$ cat src/rtl/rx_frame_ctrl.sv
// Asynchronous serial receiver: start validation, mid-bit sampling, stop check and a one-word output handshake.
// Optional even-parity bit is enabled by defining RX_PARITY_EN.
module rx_frame_ctrl #(
    parameter int CLKS_PER_BIT = 10,
    parameter int DATA_BITS    = 8
) (
    input  logic                 clk,
    input  logic                 n_rst,
    input  logic                 serial_in,
    input  logic                 data_read,
    output logic [DATA_BITS-1:0] data_out,
    output logic                 data_ready,
    output logic                 busy,
    output logic                 framing_error,
    output logic                 parity_error,
    output logic                 overrun_error
);

    localparam int TW = $clog2(CLKS_PER_BIT + 1);
    localparam int BW = $clog2(DATA_BITS + 1);
    localparam logic [TW-1:0] HALF_LAST = TW'(CLKS_PER_BIT / 2 - 1);
    localparam logic [TW-1:0] FULL_LAST = TW'(CLKS_PER_BIT - 1);
    localparam logic [BW-1:0] BIT_LAST  = BW'(DATA_BITS - 1);

    typedef enum logic [2:0] {
        S_IDLE,
        S_START,
        S_DATA,
`ifdef RX_PARITY_EN
        S_PARITY,
`endif
        S_STOP,
        S_WAIT_IDLE
    } state_t;

    state_t                state_q, state_d;
    logic [TW-1:0]         tmr_q, tmr_d;
    logic [BW-1:0]         bit_cnt_q, bit_cnt_d;
    logic [DATA_BITS-1:0]  shift_q, shift_d, shift_in;
    logic                  prev_in_q;
    logic                  ev_good_q, ev_good_d;
    logic                  ev_ferr_q, ev_ferr_d;
    logic                  ev_perr_q, ev_perr_d;
    logic [DATA_BITS-1:0]  data_out_q, data_out_d;
    logic                  data_ready_q, data_ready_d;
    logic                  busy_q;
    logic                  ferr_q, ferr_d;
    logic                  perr_q, perr_d;
    logic                  ovr_q, ovr_d;
    logic                  start_edge;
    logic                  sample_half, sample_full;
    logic                  par_bad;

    // New bit enters at the MSB so the first received bit ends up in the LSB.
    generate
        if (DATA_BITS == 1) begin : g_shift_one
            assign shift_in = serial_in;
        end else begin : g_shift_many
            assign shift_in = {serial_in, shift_q[DATA_BITS-1:1]};
        end
    endgenerate

`ifdef RX_PARITY_EN
    logic par_bad_q, par_bad_d;
    assign par_bad = par_bad_q;
`else
    assign par_bad = 1'b0;
`endif

    assign sample_half = (tmr_q == HALF_LAST);
    assign sample_full = (tmr_q == FULL_LAST);

    always_comb begin
        state_d    = state_q;
        shift_d    = shift_q;
        start_edge = 1'b0;
        ev_good_d  = 1'b0;
        ev_ferr_d  = 1'b0;
        ev_perr_d  = 1'b0;
`ifdef RX_PARITY_EN
        par_bad_d  = par_bad_q;
`endif
        case (state_q)
            S_IDLE: begin
                if (!serial_in && prev_in_q) begin
                    state_d    = S_START;
                    start_edge = 1'b1;
`ifdef RX_PARITY_EN
                    par_bad_d  = 1'b0;
`endif
                end
            end
            S_START: begin
                if (sample_half) state_d = serial_in ? S_IDLE : S_DATA;
            end
            S_DATA: begin
                if (sample_full) begin
                    shift_d = shift_in;
                    if (bit_cnt_q == BIT_LAST) begin
`ifdef RX_PARITY_EN
                        state_d = S_PARITY;
`else
                        state_d = S_STOP;
`endif
                    end
                end
            end
`ifdef RX_PARITY_EN
            S_PARITY: begin
                if (sample_full) begin
                    par_bad_d = (serial_in != ^shift_q);
                    state_d   = S_STOP;
                end
            end
`endif
            S_STOP: begin
                if (sample_full) begin
                    ev_perr_d = par_bad;
                    if (serial_in) begin
                        ev_good_d = !par_bad;
                        state_d   = S_IDLE;
                    end else begin
                        ev_ferr_d = 1'b1;
                        state_d   = S_WAIT_IDLE;
                    end
                end
            end
            S_WAIT_IDLE: begin
                if (serial_in) state_d = S_IDLE;
            end
            default: state_d = S_IDLE;
        endcase
    end

    // Counters restart on every state change; the timer also wraps at each data sample.
    always_comb begin
        tmr_d     = '0;
        bit_cnt_d = bit_cnt_q;
        if (state_d != state_q) begin
            bit_cnt_d = '0;
        end else if (state_q != S_IDLE && state_q != S_WAIT_IDLE) begin
            tmr_d = sample_full ? '0 : tmr_q + TW'(1);
            if (state_q == S_DATA && sample_full) bit_cnt_d = bit_cnt_q + BW'(1);
        end
    end

    // Frame results are applied one cycle after the stop sample.
    always_comb begin
        data_out_d   = data_out_q;
        data_ready_d = data_ready_q;
        ovr_d        = ovr_q;
        ferr_d       = ferr_q;
        perr_d       = perr_q;
        if (data_read) begin
            data_ready_d = 1'b0;
            ovr_d        = 1'b0;
        end
        if (ev_good_q) begin
            data_out_d   = shift_q;
            data_ready_d = 1'b1;
            if (data_ready_q && !data_read) ovr_d = 1'b1;
        end
        if (start_edge) begin
            ferr_d = 1'b0;
            perr_d = 1'b0;
        end
        if (ev_ferr_q) ferr_d = 1'b1;
        if (ev_perr_q) perr_d = 1'b1;
    end

    always_ff @(posedge clk or negedge n_rst) begin
        if (!n_rst) begin
            state_q      <= S_IDLE;
            tmr_q        <= '0;
            bit_cnt_q    <= '0;
            shift_q      <= '0;
            prev_in_q    <= 1'b1;
            ev_good_q    <= 1'b0;
            ev_ferr_q    <= 1'b0;
            ev_perr_q    <= 1'b0;
            data_out_q   <= '0;
            data_ready_q <= 1'b0;
            busy_q       <= 1'b0;
            ferr_q       <= 1'b0;
            perr_q       <= 1'b0;
            ovr_q        <= 1'b0;
`ifdef RX_PARITY_EN
            par_bad_q    <= 1'b0;
`endif
        end else begin
            state_q      <= state_d;
            tmr_q        <= tmr_d;
            bit_cnt_q    <= bit_cnt_d;
            shift_q      <= shift_d;
            prev_in_q    <= serial_in;
            ev_good_q    <= ev_good_d;
            ev_ferr_q    <= ev_ferr_d;
            ev_perr_q    <= ev_perr_d;
            data_out_q   <= data_out_d;
            data_ready_q <= data_ready_d;
            busy_q       <= (state_q != S_IDLE);
            ferr_q       <= ferr_d;
            perr_q       <= perr_d;
            ovr_q        <= ovr_d;
`ifdef RX_PARITY_EN
            par_bad_q    <= par_bad_d;
`endif
        end
    end

    assign data_out      = data_out_q;
    assign data_ready    = data_ready_q;
    assign busy          = busy_q;
    assign framing_error = ferr_q;
    assign parity_error  = perr_q;
    assign overrun_error = ovr_q;

endmodule

$ cat config.mk
export PLATFORM = sky130hd
export DESIGN_NAME = rx_frame_ctrl
export DESIGN_NICKNAME = d
export VERILOG_FILES = /design/src/rtl/rx_frame_ctrl.sv
export SDC_FILE = /design/constraint.sdc
export NUM_CORES = 1
export LEC_CHECK = 0
export ABC_AREA = 0
export ABC_CLOCK_PERIOD_IN_PS = 1400
export CORE_ASPECT_RATIO = 0.9
export CORE_UTILIZATION = 49
export DETAILED_ROUTE_END_ITERATION = 7
export GPL_ROUTABILITY_DRIVEN = 0
export PLACE_DENSITY = 0.79
export SLEW_MARGIN = 25
export SYNTH_ARGS = -nofsm -noshare
export SYNTH_HDL_FRONTEND = slang
export SYNTH_SLANG_ARGS = --single-unit
export TNS_END_PERCENT = 100
$ cat constraint.sdc
create_clock -name clk -period 1.4 [get_ports clk]
set_input_delay 0.28 -clock clk [delete_from_list [all_inputs] [get_ports clk]]
set_output_delay 0.28 -clock clk [all_outputs]
set_load 0.02 [all_outputs]
Yosys cells after proc, flatten, opt, wreduce, memory -nomap -nowiden
Cells that the tools add are included.
{"block": "classes", "reduce_logical": 14, "addsub": 2, "shift": 0, "n_bitwise": 0, "n_lt_le_gt_ge": 0, "n_div": 0, "multipliers": 0, "eq_ne": 9, "mux": 30}
{"cell": "4-bit 2-to-1 mux", "n": 6}
{"cell": "3-bit 2-to-1 mux", "n": 7}
{"cell": "1-bit 2-to-1 mux", "n": 15}
{"cell": "3-bit case mux with 5 select lines", "n": 1}
{"cell": "4-bit by 1-bit adder with 4-bit output (second input constant)", "n": 2}
{"cell": "4-bit by 3-bit == test with 1-bit output (second input constant)", "n": 2}
{"cell": "2-bit nonzero test", "n": 4}
{"cell": "3-bit by 2-bit == test with 1-bit output (second input constant)", "n": 2}
{"cell": "4-bit == test (second input constant)", "n": 1}
{"cell": "1-bit logical AND", "n": 4}
{"cell": "2-bit AND reduction", "n": 2}
{"cell": "3-bit by 1-bit == test with 1-bit output (second input constant)", "n": 1}
{"cell": "3-bit == test (second input constant)", "n": 1}
{"cell": "3-bit zero test", "n": 1}
{"cell": "3-bit inequality test", "n": 1}
{"cell": "3-bit inequality test (second input constant)", "n": 1}
{"cell": "3-bit nonzero test", "n": 1}
{"cell": "1-bit zero test", "n": 2}
{"cell": "2-bit 2-to-1 mux", "n": 1}
{"block": "totals", "ramBits": 0, "elab_cells": 68, "n_memories": 0, "latchBits": 0, "romBits": 0, "register_bits": 35}

Logic depth before layout (Yosys ltp)
Gate-level depths: netlist of run 1.
{"block": "logic_depth", "word_depth": 7, "depth_mapped": 8, "ltp_nobuf": 6}

Worst setup path after synthesis of run 1
No wires, ideal clock.
{"block": "synth_timing", "path_type": "flip-flop to flip-flop", "startpoint": "reg tmr_q[0]", "endpoint": "reg shift_q[1]", "synth_period_minus_slack_ps": 1515, "required_ps": 1275, "t_arrival_ps": 1390, "slack_ps": -115, "stages_incl_launch_ff": 7, "setup_ps": 125, "path_cell_list": "dfrtp_1 ha_1 and4b_1 buf_6 nand2_4 buf_12 mux2_4"}
{"block": "synth_via", "elab_chain_len": 2}
{"item": "from (decl)", "line_no": "37", "text": "logic [TW-1:0] tmr_q, tmr_d;"}
{"item": "from (signal assigned)", "line_no": "192", "text": "tmr_q <= tmr_d;"}
{"item": "4-bit == test", "line_no": "71", "text": "assign sample_full = (tmr_q == FULL_LAST);"}
{"item": "2-bit AND reduction (no line)"}
{"item": "to (signal assigned)", "line_no": "194", "text": "shift_q <= shift_d;"}
{"item": "to (decl)", "line_no": "39", "text": "logic [DATA_BITS-1:0] shift_q, shift_d, shift_in;"}
No other way between the ends.
A chain may end at the register's enable or synchronous reset.

Final worst setup path of run 1
{"block": "layout_timing", "startpoint": "reg tmr_q[1]", "endpoint": "reg bit_cnt_q[2]"}
{"block": "layout_via", "elab_chain_len": 6, "word_cells_on_any_way": 12, "classes_between": "3 x eq/ne; 5 x mux; 4 x reduce/logical"}
{"item": "4-bit == test or 4-bit by 3-bit == test with 1-bit output (tied branches)", "line_no": "71, 70"}
{"item": "3-bit 2-to-1 mux (on tied branches)", "line_no": "117, 94, 97"}
{"item": "3-bit case mux with 5 select lines", "line_no": "83", "text": "case (state_q)"}
{"item": "3-bit inequality test", "line_no": "139", "text": "if (state_d != state_q) begin"}
{"item": "2-bit nonzero test (no line)"}
{"item": "2-bit AND reduction (no line)"}
{"item": "to (signal assigned)", "line_no": "193", "text": "bit_cnt_q <= bit_cnt_d;"}
{"item": "to (decl)", "line_no": "38", "text": "logic [BW-1:0] bit_cnt_q, bit_cnt_d;"}
Several ways; a longest one is shown, not always the timed one.

==> results of run 1 <==
logic make-up (layout without fill, tap and decap cells):
kind of cell	count (synthesis)	after routing	synth area share, %
other cells	1	1	0.253
flops	34	34	57.4
compound gates	13	13	5.73
xor+xnor	5	5	2.95
mux	16	16	13.6
fa+ha+maj	4	4	3.37
simple gates	32	32	11.7
buf+inv	12	47	4.97
layout by cell type (no fill, tap or decap), drive strengths merged:
master	Yosys	final
or2	1	1
nand4	1	1
nor3	5	5
conb	1	1
a2bb2oi	1	1
a31oi	1	1
o21a	1	1
mux2i	1	1
o21ai	2	2
and3	1	1
xnor2	1	1
clkbuf	2	6
clkdlybuf4s50	0	3
a32oi	1	1
clkinvlp	0	1
a21oi	4	4
mux2	15	15
dfrtp	33	33
and4b	1	1
clkinv	0	1
nand3	4	4
a21o	2	2
nand2	5	5
o2111ai	1	1
nand3b	2	2
and4bb	1	1
xor2	4	4
inv	7	7
dfstp	1	1
dlygate4sd2	0	12
ha	4	4
nor2	11	11
buf	3	17
power breakdown:
| group | internal [mW] | total, mW | switching (mW) |
|---|---|---|---|
| registers | 1.13 | 1.28 | 0.142 |
| logic | 0.510 | 1.04 | 0.529 |
| clock network | 0.241 | 0.591 | 0.350 |
| total | 1.89 | 2.91 | 1.02 |
worst paths after layout:
kind	to	startpoint	slack [ns]
worst max-delay path	bit_cnt_q[2]	tmr_q[1]	-0.21
worst min-delay path	data_out[2]	n_rst	0.30
worst max register to register	bit_cnt_q[2]	tmr_q[1]	-0.21
worst min register to register	framing_error	ev_ferr_q	0.45
max in group asynchronous	prev_in_q	n_rst	0.86
min in group clk	framing_error	ev_ferr_q	0.45
registers in the layout, indices dropped and copies added, names as in the netlist:
register / flops
data_out: 8
shift_q: 8
bit_cnt_q: 4
tmr_q: 4
state_q: 3
busy: 1
data_ready: 1
ev_ferr_q: 1
ev_good_q: 1
framing_error: 1
overrun_error: 1
prev_in_q: 1
repair_timing:
action / CTS / global route
setup endpoints to repair: 29 / 21
hold buffers: 0 / 0
resized for setup: 22 / 16
pin swaps: 1 / 7
setup buffers: 1 / 2
critical path, cell delays in order (launching register included):
cell,delay [ns]
dfrtp_1,0.41
inv_2,0.09
buf_6,0.10
ha_4,0.12
and4bb_2,0.26
nand2_2,0.08
a32oi_1,0.20
buf_4,0.19
nor3_2,0.05
through the flow:
| stage | std cells | setup TNS, ns | hold WS (ns) |
|---|---|---|---|
| after global routing | 192 | -2.89 | 0.300 |
| final | 192 | -1.98 | 0.297 |
| after global placement | 181 | -0.455 | 0.417 |
| after CTS | 190 | -0.839 | 0.305 |
| after detailed placement | 181 | -1.37 | 0.431 |
| after floorplan | 117 | -0.821 | -0.0156 |
per-layer routing:
metal | vias up | track usage (%) | routed length [um]
met5 | - | 0 | 0
met4 | 0 | 9.69 | 21
met3 | 5 | 6.49 | 106
met2 | 24 | 32.2 | 1710
met1 | 515 | 25.0 | 1400
li1 | 467 | - | -
layout make-up:
| cell class | instances | area, um2 | share of cell area, % |
|---|---|---|---|
| clock buffers | 6 | 51.3 | 2.65 |
| inverters | 7 | 26.3 | 1.36 |
| well taps | 40 | 50.0 | 2.59 |
| flip-flops and latches | 34 | 853 | 44.1 |
| multi-input cells | 71 | 656 | 33.9 |
| repair buffers | 32 | 287 | 14.8 |
| clock inverters | 2 | 12.5 | 0.646 |
==> qor.txt, run 1 <==
Die area: 3250 um2
Layout Utilization: 68.8%
Worst skew pair latency: 0.34 ns
Seq/Total Area, Yosys: 57.4%
Die W: 60.0 um
Worst setup margin: -0.208 ns
Area contributors post-synth: dfrtp_1, mux2_2, mux2_4
Ys async rst share: 100%
Clock Sinks: 34
Initial Util: 52.7%
First-pass GRT wire length: 4.56 mm
Pwr Total: 2.91 mW
# diodes: 0
Post-synthesis register bit count: 34
Pre-CTS setup slack: -0.107 ns
Total vias in the final route: 1011
EDFF count, synth: 0
# IOs: 17
Detailed-route wire length per cell: 16.9 um
Slew Limit Fails: 0
IO buf count: 15
Row count: 18
1st-iter DRT viols: 24
Predominant post-synthesis flop cell: dfrtp_1
Initial antenna violation count: 0
P_leak: 1.01 nW
Area leader, netlist: dfrtp_1
Fillcell total: 195
Number of global-route vias before repair: 980
Synthesized net count: 125
Final setup fails: 18
Post-synth top area share: 55.6%
RSZ-0062 raised after global routing: yes
Minimum clock period: 1.61 ns
Cell Area, Synth: 1480 um2
Clock tree buffer depth: 2
Final wirelength: 3.24 mm
Nets: 159
Largest net degree at the start of global routing: 35
CTS tree: yes
Proportion of layout cells with a drive suffix above 1: 40.1%
Root Buffer Master: clkbuf_4
Dominant cell by count in the synthesized netlist: dfrtp_1
Num CTS Buffers: 5
DRC viols: 0
Critical Path AT: 1.83 ns
Maxcap violations: 0
CP Capture Type: register
DP Area: 1750 um2
Period utilization: 115%
Core area: 2820 um2
Max VDD drop: 1.00 mV
Reg clk slew, reported paths: 0.11 ns
Hold Crit Class: in -> async
Design Area, Final: 1940 um2
Top post-synthesis cells by count: dfrtp_1, nor2_1, mux2_2, inv_1, mux2_4
Vias per inst: 5.27
CP Launch Type: register
Global Route Usage Sum: 20.2%
Failing checks: negative setup slack
Layout overhead on the synthesized area: 30.4%
ANT nets after route: 0
Critical Path RT: 1.62 ns
Power per cell area: 1500 nW/um2
Grt ovf: 0
Clk_skew: 0.0121 ns
Critical setup path kind: reg -> reg
Pre-antenna DRT Iters: 4
Post-synthesis cell count: 117
Distinct cells, synth: 35
Die H: 54.2 um
Final hold vios: 0
H-Tree Depth: 2
Worst-path maximum fanout: 4
Fmax: 622 MHz
R2R depth: 8
Outcome: finished, violations left
Post-DP HPWL: 1.83 mm
Syn. warnings: 0
Syn avg cell area: 12.7 um2
Note: power is estimated with default switching activity, not from simulation.
==> run 2, diff against run 1 <==
--- a/config.mk
+++ b/config.mk
@@ -6,12 +6,12 @@
 export NUM_CORES = 1
 export LEC_CHECK = 0
 export ABC_AREA = 0
-export ABC_CLOCK_PERIOD_IN_PS = 1400
+export ABC_CLOCK_PERIOD_IN_PS = 1940
 export CORE_ASPECT_RATIO = 0.9
-export CORE_UTILIZATION = 49
+export CORE_UTILIZATION = 58
 export DETAILED_ROUTE_END_ITERATION = 7
 export GPL_ROUTABILITY_DRIVEN = 0
-export PLACE_DENSITY = 0.79
+export PLACE_DENSITY = 0.87
 export SLEW_MARGIN = 25
 export SYNTH_ARGS = -nofsm -noshare
 export SYNTH_HDL_FRONTEND = slang
==> constraint.sdc (replaced) <==
create_clock -name clk -period 1.94 [get_ports clk]
set_input_delay 0.388 -clock clk [delete_from_list [all_inputs] [get_ports clk]]
set_output_delay 0.388 -clock clk [all_outputs]
set_load 0.02 [all_outputs]
==> qor.txt, run 2 (synthesis results as in run 1) <==
H-Tree Depth: 2
Max VDD drop: 0.902 mV
Sequential cell area: 852 um2
Reg clk slew, reported paths: 0.10 ns
Max stage delay on crit path: 0.61 ns
Hold slack: 0.443 ns
Number of global-route vias before repair: 855
Die W: 55.3 um
Die area: 2760 um2
Fmax: 591 MHz
Final hold vios: 0
Root Buffer Master: clkbuf_4
Hold buffer count at cts: 0
Largest net degree at the start of global routing: 35
Clk network pwr share: 20.8%
WP buf/inv: 1
Detailed-route wire length per cell: 14.0 um
PostCTS Resize Cnt: 0
Die H: 50.0 um
Most frequent cells in the layout: dfrtp_1, clkdlybuf4s50_1, nor2_1
Pre-antenna DRT Iters: 4
Final wirelength: 2.29 mm
Initial antenna violation count: 0
Sw power: 0.543 mW
Layout Utilization: 68.5%
Cell chain of the critical path: clkdlybuf4s50_1
Post-CTS Setup Bufs: 0
Fillcell total: 175
Clk_skew: 0.0129 ns
Layout overhead on the synthesized area: 13.0%
IO buf count: 15
Nets: 143
Hold Crit Class: in -> async
1st-iter DRT viols: 29
RSZ-0062 raised after global routing: no
# diodes: 0
Area of the multi-input gates: 558 um2
Setup_tns: 0 ns
Row count: 17
Post-DP HPWL: 1.60 mm
Clock Sinks: 34
Slew Limit Fails: 0
Period utilization: 87.2%
Initial Util: 60.7%
Non-filler instance count after layout: 163
Fraction of power spent switching nets: 32.5%
Maxcap violations: 0
Clock tree buffer depth: 2
Combinational group share of total power: 24.0%
Slowest stage cell on the critical path: clkdlybuf4s50_1
Critical Path AT: 1.30 ns
Worst-path maximum fanout: 2
Power per cell area: 996 nW/um2
Outcome: finished clean
P_int: 1.13 mW
Minimum clock period: 1.69 ns
Seq pwr share: 55.2%
Global Route Usage Sum: 19.2%
Proportion of layout cells with a drive suffix above 1: 20.7%
Vias per inst: 5.60
CTS tree: yes
ANT nets after route: 0
Grt ovf: 0
Total vias in the final route: 912
Final setup fails: 0
DRC viols: 0
CP delay by family, top: buffers and inverters
Critical setup path kind: reg -> out
Commonest non-fill, non-tap cell in the layout: dfrtp_1
Critical Path RT: 1.55 ns
Placed instance count: 156
Num CTS Buffers: 5
First-pass GRT wire length: 4.02 mm
P_leak: 0.862 nW
Worst skew pair latency: 0.33 ns
CP Capture Type: output port
# IOs: 17
Core area: 2450 um2
CP Launch Type: register
==> run 2: cell types whose count changed in the layout (fill, tap and decap cells not counted), sizes merged <==
| cell | before | now |
|---|---|---|
| dlygate4sd2 | 12 | 0 |
| clkdlybuf4s50 | 3 | 15 |
| buf | 17 | 1 |
| clkinvlp | 1 | 0 |
| clkinv | 1 | 2 |
| clkbuf | 6 | 5 |
==> run 2: final timing paths <==
kind | cells past startpoint | endpoint | slack (ns) | start
max | 1 | data_out[3] | 0.25 | data_out[3]
min | 2 | data_out[2] | 0.44 | n_rst
max reg2reg | 5 | shift_q[6] | 0.29 | tmr_q[1]
max in group asynchronous | 2 | prev_in_q | 1.16 | n_rst
min in group clk | 1 | framing_error | 0.45 | ev_ferr_q
min reg2reg | 1 | framing_error | 0.45 | ev_ferr_q
==> run 2: cell type report <==
cell class / instances / area share, %
Sequential cell: 34 / 50.8
Multi-Input combinational cell: 71 / 33.3
Clock buffer: 5 / 2.24
Tap cell: 28 / 2.09
Clock inverter: 2 / 0.597
Timing Repair Buffer: 16 / 9.40
Inverter: 7 / 1.57
==> run 2: per-stage QoR <==
step | area [um2] | total power, mW | setup slack [ns]
4_1_cts | 1680 | 1.69 | 0.236
5_1_grt | 1680 | 1.78 | 0.191
6_report | 1680 | 1.67 | 0.247
2_1_floorplan | 1480 | 1.19 | 0.425
3_5_place_dp | 1630 | 1.33 | 0.181
3_3_place_gp | 1630 | 1.31 | 0.296
==> run 2: power by group through the flow <==
| stage | Clock [mW] | Combinational (mW) | Sequential, mW |
|---|---|---|---|
| after global routing | 0.379 | 0.463 | 0.938 |
| after detailed placement | 0 | 0.402 | 0.933 |
| after CTS | 0.362 | 0.405 | 0.920 |
| after global placement | 0 | 0.388 | 0.923 |
| after floorplan | 0 | 0.251 | 0.941 |
| final | 0.347 | 0.401 | 0.921 |
==> run 2: metal layers <==
layer | share of wire (%) | up-vias | GRT usage [%]
met5 | 0 | - | 0
met4 | 1.2 | 0 | 6.25
met3 | 4.8 | 4 | 6.30
met2 | 47 | 23 | 28.1
met1 | 47 | 451 | 27.2
li1 | - | 434 | -
==> run 3, diff against run 2 <==
--- a/config.mk
+++ b/config.mk
@@ -12,7 +12,6 @@
 export DETAILED_ROUTE_END_ITERATION = 7
 export GPL_ROUTABILITY_DRIVEN = 0
 export PLACE_DENSITY = 0.87
-export SLEW_MARGIN = 25
 export SYNTH_ARGS = -nofsm -noshare
 export SYNTH_HDL_FRONTEND = slang
 export SYNTH_SLANG_ARGS = --single-unit
==> results of run 3 <==
The final DEF is identical to that of run 2; final timing and power are the same.
